**config.mk**
```make
export PLATFORM = sky130hd
export DESIGN_NAME = video_timing_gen
export DESIGN_NICKNAME = d
export VERILOG_FILES = /design/src/rtl/video_timing_gen.sv
export SDC_FILE = /design/constraint.sdc
export NUM_CORES = 1
export LEC_CHECK = 0
export ABC_AREA = 0
export CAP_MARGIN = 25
export CORE_MARGIN = 4
export CORE_UTILIZATION = 50
export CTS_CLUSTER_DIAMETER = 30
export CTS_CLUSTER_SIZE = 40
export DETAILED_ROUTE_END_ITERATION = 8
export PLACE_DENSITY = 0.89
export REMOVE_ABC_BUFFERS = 1
export SYNTH_ARGS = -nofsm -noshare
export SYNTH_HDL_FRONTEND = slang
export SYNTH_SLANG_ARGS = --single-unit
```
**constraint.sdc**
```tcl
create_clock -name clk_pixel -period 5.77 [get_ports clk_pixel]
set_input_delay 0.8655 -clock clk_pixel [delete_from_list [all_inputs] [get_ports clk_pixel]]
set_output_delay 0.8655 -clock clk_pixel [all_outputs]
set_load 0.1 [all_outputs]
```
**src/rtl/video_timing_gen.sv**
```systemverilog
// Raster timing generator (hsync/vsync/DE/coords) with run/drain/idle scan-out control; VTG_FRAME_COUNT_EN builds the frame counter.
// Latency: all outputs are one register stage after the h/v counters and the FSM state.
// Backpressure: none; enable is sampled every cycle and scan-out only stops at the end of a frame.
module video_timing_gen #(
    parameter int H_DISPLAY = 640,
    parameter int H_FRONT   = 16,
    parameter int H_SYNC    = 96,
    parameter int H_BACK    = 48,
    parameter int V_DISPLAY = 480,
    parameter int V_FRONT   = 10,
    parameter int V_SYNC    = 2,
    parameter int V_BACK    = 33,
    parameter int HSYNC_POL = 0,
    parameter int VSYNC_POL = 0,
    parameter int CW        = 12
) (
    input  logic          clk_pixel,
    input  logic          rst_n,
    input  logic          enable,
    output logic          hsync,
    output logic          vsync,
    output logic          display_enable,
    output logic [CW-1:0] pixel_x,
    output logic [CW-1:0] pixel_y,
    output logic          line_start,
    output logic          frame_start,
    output logic          vblank,
    output logic          running,
    output logic [15:0]   frame_count
);
    localparam int H_TOTAL = H_DISPLAY + H_FRONT + H_SYNC + H_BACK;
    localparam int V_TOTAL = V_DISPLAY + V_FRONT + V_SYNC + V_BACK;

    localparam logic [CW-1:0] H_LAST  = CW'(H_TOTAL - 1);
    localparam logic [CW-1:0] V_LAST  = CW'(V_TOTAL - 1);
    localparam logic [CW-1:0] H_ACT   = CW'(H_DISPLAY);
    localparam logic [CW-1:0] V_ACT   = CW'(V_DISPLAY);
    localparam logic [CW-1:0] HS_BEG  = CW'(H_DISPLAY + H_FRONT);
    localparam logic [CW-1:0] HS_END  = CW'(H_DISPLAY + H_FRONT + H_SYNC);
    localparam logic [CW-1:0] VS_BEG  = CW'(V_DISPLAY + V_FRONT);
    localparam logic [CW-1:0] VS_END  = CW'(V_DISPLAY + V_FRONT + V_SYNC);
    localparam logic          HS_ON   = HSYNC_POL[0];
    localparam logic          VS_ON   = VSYNC_POL[0];

    typedef enum logic [1:0] {
        IDLE  = 2'd0,
        RUN   = 2'd1,
        DRAIN = 2'd2
    } state_t;

    state_t        state;
    logic [CW-1:0] h;
    logic [CW-1:0] v;

    logic active;
    logic h_last;
    logic eof;
    logic de_nxt;
    logic hs_win;
    logic vs_win;

    assign active = (state != IDLE);
    assign h_last = (h == H_LAST);
    assign eof    = h_last && (v == V_LAST);
    assign de_nxt = active && (h < H_ACT) && (v < V_ACT);
    assign hs_win = (h >= HS_BEG) && (h < HS_END);
    assign vs_win = (v >= VS_BEG) && (v < VS_END);

    always_ff @(posedge clk_pixel or negedge rst_n) begin
        if (!rst_n) begin
            state          <= IDLE;
            h              <= '0;
            v              <= '0;
            hsync          <= ~HS_ON;
            vsync          <= ~VS_ON;
            display_enable <= 1'b0;
            pixel_x        <= '0;
            pixel_y        <= '0;
            line_start     <= 1'b0;
            frame_start    <= 1'b0;
            vblank         <= 1'b1;
            running        <= 1'b0;
        end else begin
            case (state)
                IDLE: begin
                    // Counters stay at (0,0) so the first RUN cycle starts a clean frame.
                    if (enable) state <= RUN;
                end
                RUN, DRAIN: begin
                    h <= h_last ? '0 : h + 1'b1;
                    if (h_last) v <= (v == V_LAST) ? '0 : v + 1'b1;
                    // Re-enable during DRAIN takes priority, so a restored request never costs a frame.
                    if (enable)   state <= RUN;
                    else if (eof) state <= IDLE;
                    else          state <= DRAIN;
                end
                default: state <= IDLE;
            endcase

            hsync          <= (active && hs_win) ? HS_ON : ~HS_ON;
            vsync          <= (active && vs_win) ? VS_ON : ~VS_ON;
            display_enable <= de_nxt;
            pixel_x        <= de_nxt ? h : '0;
            pixel_y        <= de_nxt ? v : '0;
            line_start     <= active && (h == '0);
            frame_start    <= active && (h == '0) && (v == '0);
            vblank         <= !active || (v >= V_ACT);
            running        <= active;
        end
    end

`ifdef VTG_FRAME_COUNT_EN
    logic first_frame;

    // The frame started straight out of IDLE is not counted; every later frame_start is.
    always_ff @(posedge clk_pixel or negedge rst_n) begin
        if (!rst_n) begin
            frame_count <= '0;
            first_frame <= 1'b1;
        end else if (!active) begin
            first_frame <= 1'b1;
        end else if ((h == '0) && (v == '0)) begin
            if (!first_frame) frame_count <= frame_count + 16'd1;
            first_frame <= 1'b0;
        end
    end
`else
    assign frame_count = 16'd0;
`endif

endmodule

```
# Yosys cells after proc, flatten, opt, wreduce, memory -nomap -nowiden
# Index checks and enable logic that the tools add are counted.
# word_totals
reg_bits	57
input_bits	3
output_inout_bits	47
wordCells	53
# op_classes
n_addsub	2
magnitude_cmp	7
eq_ne	5
n_mux	10
reduce_logical	17
# op_table
cell	n
2-to-1 mux 12 bit	4
adder 12 x 1 -> 12 bit, second input constant	2
equality test 12 x 10 -> 1 bit, second input constant	2
>= comparator 12 x 9 -> 1 bit, second input constant	2
zero test 12 bit	2
less-than comparator 12 x 10 -> 1 bit, second input constant	2
less-than comparator 12 x 9 -> 1 bit, second input constant	2
>= comparator 12 x 10 -> 1 bit, second input constant	1
logical AND 1 bit	9
2-to-1 mux 2 bit	3
case mux 2 bit (2 select lines)	1
equality test 2 x 1 -> 1 bit, second input constant	1
equality test 2 bit, second input constant	1
zero test 2 bit	1
2-to-1 mux 1 bit	2
!= test 2 bit, second input constant	1
AND reduction 2 bit	1
nonzero test 2 bit	1
OR reduction 2 bit	1
zero test 1 bit	1
logical OR 1 bit	1

# Logic depth before layout (Yosys ltp)
# depth
word_depth	5
mapped_depth	9

# Worst setup path before layout
# No wires, ideal clock.
# synth_timing
kind	register to register
from	register state[1]
to	register v[10]
arrival_time_ns	1.765
setup_slack_ns	3.926
path_stages_with_launch	10
n_path_buf	3
synth_period_minus_slack_ns	1.844
path_cell_list	dfrtp_1 -> inv_1 -> ha_1 -> buf_2 -> and4_1 -> clkbuf_2 -> nand3_1 -> buf_2 -> nor4_2 -> xor2_1
# synth_via
elab_chain_len	3
# synth_rtl
element	line	rtl
from (decl)	51	state_t state;
from (signal assigned)	71	state <= IDLE;
from (signal assigned)	87	if (enable) state <= RUN;
from (signal assigned)	93	if (enable) state <= RUN;
equality test 2 x 1 -> 1 bit or equality test 2 bit (tied branches)	84	case (state)
OR reduction 2 bit (*)	84	
AND reduction 2 bit (no line) (*)	--	
to (signal assigned)	91	if (h_last) v <= (v == V_LAST) ? '0 : v + 1'b1;
to (decl)	53	logic [CW-1:0] v;
# Every way passes the cells marked *; elsewhere a longest branch is shown, timed or not.
# A chain may end at the register's enable or synchronous reset.

# Final worst setup path
# layout_timing
from	register vblank
to	output vblank
# layout_rtl
element	line	rtl
from (decl)	27	output logic vblank,
from (signal assigned)	107	vblank <= !active || (v >= V_ACT);
# No word-level cell between the ends.

==> out/metrics.yaml <==
final_layout:
  antennaDiodeCount: 0
  nets: 278
  fin_cells: 340
  area_delta_synth_final_pct: 20.2
  drive_above_1_share_pct: 8.79
  fin_util_pct: 63.0
synth:
  yosysTopAreaCell: "dfrtp_1"
  postSynthCellCount: 227
  yosys_warnings: 0
  yosysMostFrequentCell: "dfrtp_1"
  syn_avg_cell_area_sq_um: 11.1
  synth_xor_area_share_pct: 4.85
  ys_top_cells_by_area: "dfrtp_1, buf_4, ha_1"
  yosys.area_share.simple_pct: 19.7
  synthAdderAreaFrac_pct: 3.47
  synthDistinctLibCells: 41
  synth_edf_count: 0
  synth_ff_type: "dfrtp_1"
  synth_top_area_share_pct: 53.5
  muxShareOfSynthArea_pct: 1.19
  synth_top_family_by_area: "simple AND/OR/NAND/NOR gates"
  ys_ff_latch: 57
  synth_common_cells: "dfrtp_1, buf_4, nand3_1, nor3_1, inv_1"
  async_reset_ff_share_pct: 100
  synth_compound_area_share_pct: 5.10
  synth_area_sq_mm: 0.00253
  synth-seq-area-share_pct: 56.6
clock_tree:
  cts_buffer_depth: 2
  cts_hold_buf: 0
  htree_levels: 3
  path_clk_slew_ps: 60
  cts.repair.resized: 0
  cts.sinks: 57
  cts_tree: "done"
  post-cts-setup-buffer-count: 0
  cts_root_buffer: "clkbuf_8"
  cts_buffers: 9
  clock_latency_ps: 330
worst_setup_path:
  crit_buf_inv: 1
  critical_path_class: "reg2out"
  crit_required_ps: 4900
  cp-start-kind: "flip-flop"
  r2r_cells: 6
  path_cells: "clkdlybuf4s50_1"
  crit_path_max_fanout: 1
  path_delay_family: "buffers and inverters"
  end_kind: "output pin"
  critical_path_arrival_ps: 1960
  crit_path_max_incr_delay_ps: 1120
  crit_cells: 1
  critPathSlowestCell: "clkdlybuf4s50_1"
worst_hold_path:
  holdPathStages: 1
  hold_path.class: "reg2reg"
pwr:
  p_int_uw: 800
  pwr-share-clk_pct: 25.2
  total_power_uw: 1400
  p_leak_uw: 0.00141
  seq_power_share_pct: 36.6
  p_sw_uw: 599
  switching_share_pct: 42.8
  power.density_mw_per_mm2: 461
  power_frac_comb_pct: 38.3
  peakVddDrop_mv: 0.409
placed_design:
  gp_congestion: 0.820
  placed_cells: 324
  dp_hpwl_um: 3150
  portBuffers: 33
routing:
  first_pass_iters: 4
  vias: 1709
  wirelength_um: 4430
  wl_per_cell_um: 13.0
  drc: 0
  via_per_inst: 5.03
  ant_nets: 0
  drt_iter0_markers: 97
timing:
  rsz0062_at_grt: "no"
  fmax_mhz: 354
  clock_skew_ps: 10.8
  period_share_pct: 48.9
  min_period_ps: 2820
  tightestPinTransition_ps: 988
  slew_viol_final: 0
  slew_headroom_pct: 34.0
  hold_viol: 0
  setup_violations: 0
  final.setup.tns_ps: 0
global_routing:
  grt.overflow.total: 0
  grt_usage_pct: 16.2
  grt_max_degree: 58
  antenna_found_initial: 0
  grt_pass1_wl_um: 7600
  grt_pass1_vias: 1623
floorplanning:
  dieWidth_um: 79.1
  rows: 25
  coreArea_sq_mm: 0.00482
  dieArea_sq_mm: 0.00625
  die_h_um: 79.1
  ios: 50
  start_util_pct: 52.4
flow_run:
  max_cap_violations: 0
run_status:
  status: "finished clean"
[cells in the final DEF (no fill, tap or decap), drive strengths merged, types with 8 or more instances in the layout]
cell type      Yosys  routed
xor2               8       8
nand2              9       9
inv               15      15
o21ai              8       8
clkdlybuf4s50      0      32
clkbuf             3      13
nor2               8       8
nand3             16      16
conb               1      21
and2              13      13
dfrtp             54      54
nor3              16      16
[path summary, 6_finish.rpt]
| kind | end | slack (ps) | from |
|---|---|---|---|
| worst max-delay path | vblank | 2950 | vblank |
| worst min-delay path | v[11] | 500 | v[11] |
| worst max register to register | v[9] | 3520 | state[1] |
| worst min register to register | v[11] | 500 | v[11] |
| max in group asynchronous | pixel_y[5] | 4680 | rst_n |
| min in group asynchronous | h[2] | 660 | rst_n |
[routing by layer]
metal	GRT usage [%]	share of wire (%)
met1	20.5	46
met4	10.8	2.7
met3	3.97	7.4
met5	0	0
met2	24.5	44
[cells by family after synthesis]
| group | after synthesis |
|---|---|
| compound gates | 20 |
| buf+inv | 39 |
| simple gates | 86 |
| flops | 57 |
| fa+ha+maj | 7 |
| other cells | 1 |
| mux | 3 |
| xor+xnor | 14 |
[cell type report]
| class | count | area, sq um |
|---|---|---|
| Inverter | 15 | 56.3 |
| Tap cell | 67 | 83.8 |
| Clock buffer | 13 | 149 |
| Multi-Input combinational cell | 151 | 945 |
| Sequential cell | 57 | 1430 |
| Timing Repair Buffer | 34 | 333 |
| Fill cell | 404 | 1780 |
| Clock inverter | 3 | 40.0 |
[metrics by stage]
step / worst slack (ps) / hold slack [ps] / cell area [sq um]
global route: 2900 / 530 / 3040
global placement: 3290 / 486 / 2850
finish: 2950 / 496 / 3040
detailed placement: 3290 / 489 / 2850
CTS: 2930 / 500 / 3040
floorplan: 3880 / 457 / 2430
[power by group through the flow]
stage               clock [uW]  sequential (uW)  combinational [uW]
floorplan                    0              744                 188
global placement             0              514                 529
detailed placement           0              517                 537
CTS                        362              511                 539
global route               380              520                 565
finish                     352              512                 536
[sequential cells by signal, indices dropped and copies added, names as in the netlist]
name / cells
line_start: 1
vblank: 1
running: 1
vsync: 1
frame_start: 1
v: 12
pixel_x: 12
pixel_y: 12
state: 2
display_enable: 1
hsync: 1
h: 12
Note: power is estimated with default switching activity, not from simulation.
